==> src/rtl/cargador_pkg.sv <==
// Shared types and constants for the block loader that feeds the hashing core.
package cargador_pkg;

  typedef enum logic [1:0] {
    IDLE = 2'd0,
    LOAD = 2'd1,
    RUN  = 2'd2,
    DONE = 2'd3
  } estado_t;

  localparam int          N_BYTES_DEF    = 12;
  localparam logic [15:0] MAX_CICLOS_DEF = 16'hFFFF;
  localparam int          HASH_W         = 24;
  localparam int          BYTE_W         = 8;

endpackage

==> src/rtl/cargador_bloque_if.sv <==
// Byte-serial valid/ready stream into the block loader.
interface cargador_bloque_if;
  import cargador_pkg::*;

  logic [BYTE_W-1:0] byte_in;
  logic              byte_valid;
  logic              byte_ready;

  modport master (output byte_in, output byte_valid, input byte_ready);
  modport slave  (input byte_in, input byte_valid, output byte_ready);

endinterface

==> src/rtl/cargador_shift.sv <==
// Byte-slot write register: places each accepted byte into its slot, the last one into target.
module cargador_shift
  import cargador_pkg::*;
#(
  parameter int N_BYTES = N_BYTES_DEF
) (
  input  logic                  clk,
  input  logic                  reset,
  input  logic                  wr_en,
  input  logic                  clr,
  input  logic [BYTE_W-1:0]     byte_in,
  output logic [8*N_BYTES-1:0]  bloque_bytes,
  output logic [BYTE_W-1:0]     target,
  output logic                  last
);

  localparam int CNT_W = $clog2(N_BYTES + 1);

  logic [CNT_W-1:0]  cnt_q, cnt_d;
  logic [BYTE_W-1:0] target_q, target_d;

  assign last   = (cnt_q == CNT_W'(N_BYTES));
  assign target = target_q;

  always_comb begin
    cnt_d    = cnt_q;
    target_d = target_q;
    if (clr) begin
      cnt_d = '0;
    end else if (wr_en) begin
      if (last) begin
        target_d = byte_in;
        cnt_d    = '0;
      end else begin
        cnt_d = cnt_q + CNT_W'(1);
      end
    end
  end

  always_ff @(posedge clk) begin
    if (reset) begin
      cnt_q    <= '0;
      target_q <= '0;
    end else begin
      cnt_q    <= cnt_d;
      target_q <= target_d;
    end
  end

  // Slot 0 is the first stream byte and sits in the most significant byte.
  for (genvar gi = 0; gi < N_BYTES; gi++) begin : g_slot
    logic [BYTE_W-1:0] slot_q, slot_d;

    always_comb begin
      slot_d = slot_q;
      if (wr_en && !clr && !last && (cnt_q == CNT_W'(gi))) slot_d = byte_in;
    end

    always_ff @(posedge clk) begin
      if (reset) slot_q <= '0;
      else       slot_q <= slot_d;
    end

    assign bloque_bytes[(N_BYTES-1-gi)*BYTE_W +: BYTE_W] = slot_q;
  end

endmodule

==> src/rtl/cargador_bloque.sv <==
// Loads a block plus target into the hashing core, runs it and captures the hash.
// Optional RUN watchdog enabled by defining CARGA_TIMEOUT_EN.
module cargador_bloque
  import cargador_pkg::*;
#(
  parameter int N_BYTES = N_BYTES_DEF
`ifdef CARGA_TIMEOUT_EN
  , parameter logic [15:0] MAX_CICLOS = MAX_CICLOS_DEF
`endif
) (
  input  logic                  clk,
  input  logic                  reset,
  cargador_bloque_if.slave      bus,
  input  logic                  abortar,
  input  logic                  terminado,
  input  logic [HASH_W-1:0]     hash_in,
  output logic [8*N_BYTES-1:0]  bloque_bytes,
  output logic [BYTE_W-1:0]     target,
  output logic                  inicio,
  output logic                  core_reset_n,
  output logic [HASH_W-1:0]     hash_out,
  output logic                  hash_valid,
  output logic                  busy
`ifdef CARGA_TIMEOUT_EN
  , output logic                timeout
`endif
);

  estado_t           state_q, state_d;
  logic              xfer, last, capture;
  logic              inicio_q, inicio_d;
  logic              core_reset_n_q, core_reset_n_d;
  logic [HASH_W-1:0] hash_out_q, hash_out_d;
  logic              hash_valid_q, hash_valid_d;

`ifdef CARGA_TIMEOUT_EN
  logic [15:0] run_cnt_q, run_cnt_d;
  logic        timeout_q, timeout_d;
  logic        run_lim;

  assign run_lim = ((run_cnt_q + 16'd1) == MAX_CICLOS);
  assign timeout = timeout_q;
`endif

  assign bus.byte_ready = ((state_q == IDLE) || (state_q == LOAD)) && !abortar && !reset;
  assign xfer           = bus.byte_valid && bus.byte_ready;

  cargador_shift #(.N_BYTES(N_BYTES)) u_shift (
    .clk          (clk),
    .reset        (reset),
    .wr_en        (xfer),
    .clr          (abortar),
    .byte_in      (bus.byte_in),
    .bloque_bytes (bloque_bytes),
    .target       (target),
    .last         (last)
  );

  always_ff @(posedge clk) begin
    if (reset) state_q <= IDLE;
    else       state_q <= state_d;
  end

  always_comb begin
    state_d = state_q;
    if (abortar) begin
      state_d = IDLE;
    end else begin
      case (state_q)
        IDLE: if (xfer) state_d = LOAD;
        LOAD: if (xfer && last) state_d = RUN;
        RUN: begin
          if (terminado) state_d = DONE;
`ifdef CARGA_TIMEOUT_EN
          else if (run_lim) state_d = DONE;
`endif
        end
        DONE:    state_d = IDLE;
        default: state_d = IDLE;
      endcase
    end
  end

  // Core controls are registered from the next state so they rise with the first RUN cycle.
  always_comb begin
    capture        = (state_q == RUN) && !abortar && terminado;
    inicio_d       = (state_d == RUN);
    core_reset_n_d = (state_d == RUN);
    hash_valid_d   = capture;
    hash_out_d     = capture ? hash_in : hash_out_q;
`ifdef CARGA_TIMEOUT_EN
    run_cnt_d = ((state_q == RUN) && (state_d == RUN)) ? run_cnt_q + 16'd1 : 16'd0;
    timeout_d = timeout_q;
    if (xfer) timeout_d = 1'b0;
    if ((state_q == RUN) && !abortar && !terminado && run_lim) timeout_d = 1'b1;
`endif
  end

  always_ff @(posedge clk) begin
    if (reset) begin
      inicio_q       <= 1'b0;
      core_reset_n_q <= 1'b0;
      hash_out_q     <= '0;
      hash_valid_q   <= 1'b0;
`ifdef CARGA_TIMEOUT_EN
      run_cnt_q      <= '0;
      timeout_q      <= 1'b0;
`endif
    end else begin
      inicio_q       <= inicio_d;
      core_reset_n_q <= core_reset_n_d;
      hash_out_q     <= hash_out_d;
      hash_valid_q   <= hash_valid_d;
`ifdef CARGA_TIMEOUT_EN
      run_cnt_q      <= run_cnt_d;
      timeout_q      <= timeout_d;
`endif
    end
  end

  assign inicio       = inicio_q;
  assign core_reset_n = core_reset_n_q;
  assign hash_out     = hash_out_q;
  assign hash_valid   = hash_valid_q;
  assign busy         = (state_q == LOAD) || (state_q == RUN);

endmodule

==> src/flat_wrapper.sv <==
// flat-port wrapper written by rule: the top's interface ports become plain ports
module cargador_bloque_flat import cargador_pkg::*;
#(
  parameter int N_BYTES = N_BYTES_DEF

)
  (clk, reset, abortar, terminado, hash_in, bloque_bytes, target, inicio, core_reset_n, hash_out, hash_valid, busy, bus_byte_in, bus_byte_valid, bus_byte_ready);
  cargador_bloque_if bus_i ();
  input  logic clk;
  input  logic reset;
  input  logic abortar;
  input  logic terminado;
  input  logic [HASH_W-1:0] hash_in;
  output logic [8*N_BYTES-1:0] bloque_bytes;
  output logic [BYTE_W-1:0] target;
  output logic inicio;
  output logic core_reset_n;
  output logic [HASH_W-1:0] hash_out;
  output logic hash_valid;
  output logic busy;
  input wire logic [$bits(bus_i.byte_in)-1:0] bus_byte_in;
  input wire logic [$bits(bus_i.byte_valid)-1:0] bus_byte_valid;
  output wire logic [$bits(bus_i.byte_ready)-1:0] bus_byte_ready;
  assign bus_i.byte_in = bus_byte_in;
  assign bus_i.byte_valid = bus_byte_valid;
  assign bus_byte_ready = bus_i.byte_ready;
  cargador_bloque #(.N_BYTES(N_BYTES)) u_core (.clk(clk), .reset(reset), .bus(bus_i), .abortar(abortar), .terminado(terminado), .hash_in(hash_in), .bloque_bytes(bloque_bytes), .target(target), .inicio(inicio), .core_reset_n(core_reset_n), .hash_out(hash_out), .hash_valid(hash_valid), .busy(busy));
endmodule
==> config.mk <==
export PLATFORM = sky130hd
export DESIGN_NAME = cargador_bloque_flat
export DESIGN_NICKNAME = d
export VERILOG_FILES = /design/src/rtl/cargador_pkg.sv /design/src/rtl/cargador_bloque_if.sv /design/src/rtl/cargador_shift.sv /design/src/rtl/cargador_bloque.sv /design/src/flat_wrapper.sv
export SDC_FILE = /design/constraint.sdc
export NUM_CORES = 1
export LEC_CHECK = 0
export BUFFER_PORTS_ARGS = -buffer_cell sky130_fd_sc_hd__buf_4
export CAP_MARGIN = 20
export CORE_ASPECT_RATIO = 0.9
export CORE_MARGIN = 1
export CORE_UTILIZATION = 50
export CTS_BUF_LIST = sky130_fd_sc_hd__clkbuf_8
export CTS_CLUSTER_SIZE = 16
export DETAILED_ROUTE_END_ITERATION = 6
export PLACE_DENSITY = 0.79
export SYNTH_ARGS = -nofsm -noshare
export SYNTH_HDL_FRONTEND = slang
export SYNTH_HIERARCHICAL = 1
export SYNTH_SLANG_ARGS = --single-unit
==> constraint.sdc <==
create_clock -name clk -period 4.5 [get_ports clk]
set_input_delay 0.45 -clock clk [delete_from_list [all_inputs] [get_ports clk]]
set_output_delay 0.45 -clock clk [all_outputs]
set_load 0.02 [all_outputs]
# After elaboration in Yosys (flattened, before gate mapping)
# Cells that the tools add are included.
# op_classes
n_addsub,1
eq_ne,16
muxes,6
bitwise_logic,1
n_reduce_logical,29
# op_table
cell,count
$eq A4 B4 Y1 const B,5
$logic_and A1 B1 Y1,20
$eq A4 B3 Y1 const B,4
$eq A4 B2 Y1 const B,2
$mux W2,4
$pmux W2 S4,1
$eq A2 B2 Y1 const B,3
$add A4 B1 Y4 const B,1
$eq A4 B1 Y1 const B,1
$logic_not A4 Y1,1
$mux W4,1
$logic_not A1 Y1,3
$reduce_and A3 Y1,1
$eq A2 B1 Y1 const B,1
$logic_not A2 Y1,1
$logic_or A1 B1 Y1,2
$reduce_or A2 Y1,1
$not A1 Y1,1
# word_totals
ff_bits,136
in_bits,37
output_inout_bits,133
elab_cells,71

# Longest topological paths before layout
# depth
ltp_word,10
ltp_mapped,10
depth_no_buf,8

# Hierarchy
# The synthesis kept the hierarchy.
# by_module_without_submodules
module,n_inst,cells_each,area_each_um2,seq_area_each_um2
cargador_shift,1,390,4367.9,2162.1
cargador_bloque,1,137,1114.8,560.5

# Worst setup path before layout
# Ideal clock, no wire load.
# synth_timing
path_type,input to register
startpoint,in reset
endpoint,reg u_core.u_shift.target_q[2] (netlist: u_core/u_shift/target[2])
setup_ns,0.132
t_arrival_ns,2.176
required_time_ns,4.368
path_slack_ns,2.192
path_stages,9
n_path_buf,3
path_cell_list,buf_6 -> or2_1 -> nor2_1 -> and2_1 -> buf_4 -> nand2_1 -> or3_1 -> buf_2 -> mux2i_1
# synth_between
elab_chain_len,4
# synth_lines
element,line,source
from (decl),flat_wrapper.sv:10,input logic reset;
$logic_not A1 Y1,cargador_bloque.sv:45,assign bus.byte_ready = ((state_q == IDLE) || (state_q == LOAD)) && !abortar && !reset;
$logic_and A1 B1 Y1,cargador_bloque.sv:45,
named net bus_byte_ready,flat_wrapper.sv:23,output wire logic [$bits(bus_i.byte_ready)-1:0] bus_byte_ready;
$logic_and A1 B1 Y1,cargador_bloque.sv:46,assign xfer = bus.byte_valid && bus.byte_ready;
named net u_core.xfer,cargador_bloque.sv:30,"logic xfer, last, capture;"
$reduce_and A3 Y1 (no line),-,
to (signal assigned),cargador_shift.sv:46,target_q <= target_d;
to (decl),cargador_shift.sv:20,"logic [BYTE_W-1:0] target_q, target_d;"
# The timed path passes the listed nets, and every way through them passes these cells.
# A chain may end at the register's enable or synchronous reset.

# Worst setup path after layout
# layout_timing
startpoint,in reset
endpoint,reg u_core.u_shift.g_slot[4].slot_q[3]
# layout_between
elab_chain_len,6
# layout_lines
element,line,source
$logic_not A1 Y1,cargador_bloque.sv:45,
$logic_and A1 B1 Y1,cargador_bloque.sv:45,
$logic_and A1 B1 Y1,cargador_bloque.sv:46,
named net u_core.xfer,cargador_bloque.sv:30,
$logic_and A1 B1 Y1 (3 in a row),cargador_shift.sv:56,if (wr_en && !clr && !last && (cnt_q == CNT_W'(gi))) slot_d = byte_in;
to (signal assigned),cargador_shift.sv:61,else slot_q <= slot_d;
to (decl),cargador_shift.sv:52,"logic [BYTE_W-1:0] slot_q, slot_d;"
# The timed path passes the listed nets, and every way through them passes these cells.

==> summary.txt <==
Routing
  – Routed WL per cell: 16.2 um
  – Final wirelength: around 13 mm
  – Remaining antenna violation count: 0
  – TritonRoute pass-1 iters: 4
  – Vias per inst: 5.12
  – Vias after detailed routing: 4,210
  – DRC errors left: 0
  – Initial drt markers: between 150 and 200

STA
  – Finish-stage setup viols: 0
  – Final TNS setup: 0 ps
  – Actual transition at the worst max-transition pin: 904 ps
  – Clk_skew: ~17 ps
  – Final worst-path cycle share: 56.5%
  – F_max: 394 MHz
  – Max-slew violation count: 0
  – WHS: about 260 ps
  – Slew margin rel.: 39.6%
  – RSZ-0062 raised after global routing: no
  – Minimum clock period after layout: 2540 ps
  – Final hold violations: 0
  – Final worst slack: slightly below 2000 ps

Critical path
  – Setup crit start: reset
  – Crit path capture: u_core/u_shift/g_slot[4].slot_q[3]$_SDFFE_PP0P_
  – Critical path endpoint category: register
  – Worst path cell trace: buf_4, buf_16, or2_1, nor2_1, and2_1, nor2b_4, nor3b_2, mux2i_1
  – Critical path's top delay family: simple AND/OR/NAND/NOR gates
  – WP buf/inv: 2
  – Worst EP required: 4840 ps
  – Worst stage delay on the critical path: 510 ps
  – R2R depth: 8
  – Reg-to-reg endpoint: u_core/u_shift/g_slot[4].slot_q[3]$_SDFFE_PP0P_
  – Reg-to-Reg Start: u_core/state_q[1]$_SDFF_PP0_
  – Crit path DAT: 2890 ps
  – Critical-path top delay cell: nor3b_2
  – Critical path type: in -> reg
  – Reg2reg setup slack: 1990 ps
  – Worst Setup Start Kind: input pin
  – Critical path depth: 8
  – Worst-path maximum fanout: 112

Layout
  – Synth-to-layout area growth: 31.1%
  – Layout cells sized above 1: 31.6%
  – Final nets: 725
  – Fillcell total: 814
  – N_diodes: 0

Synth
  – Ys flop type: dfxtp_1
  – Largest family of logic cells by synthesized area: simple AND/OR/NAND/NOR gates
  – Top cells by count, synth: 136 x dfxtp_1, 113 x nand2b_1, 105 x mux2i_1, 53 x nand2_1, 24 x a21oi_1
  – Adder-cell area share of the yosys netlist: 1.83%
  – Yosys warning total: 6
  – Mux cell area share after synthesis: 19.2%
  – Yosys reg bits: 136
  – Syn Area/Cell: 10.4 um^2
  – Post-synth EDFFs: 0
  – Sequential element share of the synthesized area: 49.7%
  – Mapped Area: around 5500 um^2
  – Async SR Flop Fraction: 0%
  – Post-Syn Instances: 527
  – Synth area leader: dfxtp_1
  – Yosys top cell area share: 49.7%
  – Cell variety after synth: 39
  – Synth Area in Simple Gates: 21.8%
  – Ranking of synthesized cells by area: dfxtp_1 50%, mux2i_1 19%, nand2b_1 13%, nand2_1 3.6%, a21oi_1 2.2%
  – Post-synthesis compound-gate area fraction: 3.42%
  – Synth Area in XOR/XNOR: less than 1%
  – Syn nets: 572
  – Most frequent cell after synthesis: dfxtp_1

Pwr
  – VDD IR max: between 0.00015 and 0.0002 V
  – PwrDens: 335 nW/um^2
  – Leak: around 3.6 nW

GRT
  – Total track usage: 23.5%
  – Vias in the first global route: 4,047
  – Routing usage on met2: about two fifths
  – Met3 Use GR: 7.12%
  – Remaining Overflow, GRT: 0
  – First-pass GRT wire length: 20.7 mm
  – Peak-usage layer in the global routing report: met2
  – Antenna violations before repair: 0
  – Pin count of the biggest net entering global routing: 142
  – Met1 usage: 30.3%

Place
  – DP HPWL: 8.81 mm
  – Placer Congestion: 0.816
  – DP Worst Slack: between 1000 and 1500 ps
  – Port bufs: 169

Clock network
  – Hold_buf cts: 0
  – Post-CTS sizing: 0
  – H-tree levels: 4
  – TritonCTS Buffers: 17
  – Max clock buf depth: 2
  – Clk sink count: 136
  – Clk_lat worst skew: ~440 ps
  – Root Driver: clkbuf_8
  – Post CTS Setup Buffer Count: 0
  – CTS clk-pin slew, worst paths: 90 ps
  – CTS tree: done

Floorplanning
  – Top-level I/O count: 170
  – Num rows: 35
  – Core area: 10,500 um^2
  – Initial Util: 52.4%
  – Die Span Y: around 100 um
  – Die span in x: 112 um
  – DIE AREA: 11,400 um^2

Worst hold path
  – Worst Hold Class: in -> reg

Job
  – MaxCap Viol Count: 0

Outcome
  – Status: finished, final reports clean
==> cells in the final DEF (no fill, tap or decap), types with 4 or more instances in the layout <==
cell      count
mux2i_1     105
nor2_1        8
inv_6         4
clkbuf_8     17
nand4_2       4
dfxtp_1     136
nand3_2       4
buf_4       169
nand2b_1    113
a21oi_1      24
inv_1         4
nand2_1      53
ha_1          8
inv_8         7
==> state kept, by name, summed over array words and instances (netlist names) <==
name                          cells
u_core/hash_out                  24
u_core/u_shift/g_slot.slot_q     96
u_core/state_q                    2
u_core/u_shift/cnt_q              4
u_core/u_shift/target             8
u_core/hash_valid                 1
u_core/core_reset_n               1
==> through the flow <==
stage / instances / utilization, % / power [mW] / instance area (um^2)
after global placement: 789 / 64.3 / 1.34 / 6730
after detailed placement: 789 / 64.3 / 1.34 / 6730
after floorplan: 527 / - / 1.30 / 5480
after CTS: 821 / 68.4 / 2.42 / 7160
final: 822 / 68.7 / 2.41 / 7190
after global routing: 822 / 68.7 / 2.49 / 7190
==> area by class of cell <==
cell class	instances	area (um^2)	share of cell area [%]
Inverter	4	15.0	0.209
Sequential cell	136	2720	37.9
Timing Repair Buffer	170	1300	18.0
Clock buffer	17	234	3.26
Tap cell	129	161	2.25
Clock inverter	15	199	2.77
Multi-Input combinational cell	351	2560	35.6
==> metal layers <==
layer	part of all wire [%]	vias up
met2	47	146
li1	-	2054
met4	0.84	0
met1	46	1998
met5	0	-
met3	5.9	12
==> worst register-to-register path, cell delays in order (launching register included) <==
cell and delay (ps):
dfxtp_1 350, inv_1 100, ha_1 210, nor2_1 90, nor2_1 130, and2_1 450
nor2b_4 330, nor3b_2 510, mux2i_1 250
==> logic make-up (layout without fill, tap and decap cells) <==
kind of cell / Yosys count / count (layout)
adder cells (fa/ha/maj): 8 / 8
AO/OA/AOI/OAI: 32 / 32
AND/OR/NAND/NOR: 203 / 203
multiplexers: 105 / 105
flip-flops: 136 / 136
buffers and inverters: 40 / 206
XOR/XNOR: 3 / 3
==> where the power goes <==
group | switching [mW] | internal, mW | total [mW] | leakage (nW)
combinational | 0.0569 | 0.0489 | 0.106 | 2.26
clock | 0.567 | 0.531 | 1.10 | 0.222
sequential | 0.00155 | 1.20 | 1.21 | 1.10
total | 0.626 | 1.78 | 2.41 | 3.58
==> worst min-delay path by stage <==
stage | from | end | slack, ps | cells past startpoint
3_3_place_gp | u_core/hash_out[6]$_SDFFE_PP0P_ | u_core/hash_out[6]$_SDFFE_PP0P_ | 440 | 2
5_1_grt | hash_in[13] | u_core/hash_out[13]$_SDFFE_PP0P_ | 240 | 3
3_5_place_dp | u_core/hash_out[21]$_SDFFE_PP0P_ | u_core/hash_out[21]$_SDFFE_PP0P_ | 450 | 2
6_report | hash_in[0] | u_core/hash_out[0]$_SDFFE_PP0P_ | 260 | 3
2_1_floorplan | u_core/hash_out[4]$_SDFFE_PP0P_ | u_core/hash_out[4]$_SDFFE_PP0P_ | 530 | 2
4_1_cts | hash_in[0] | u_core/hash_out[0]$_SDFFE_PP0P_ | 240 | 3
Power figures use the tool's default switching activity.
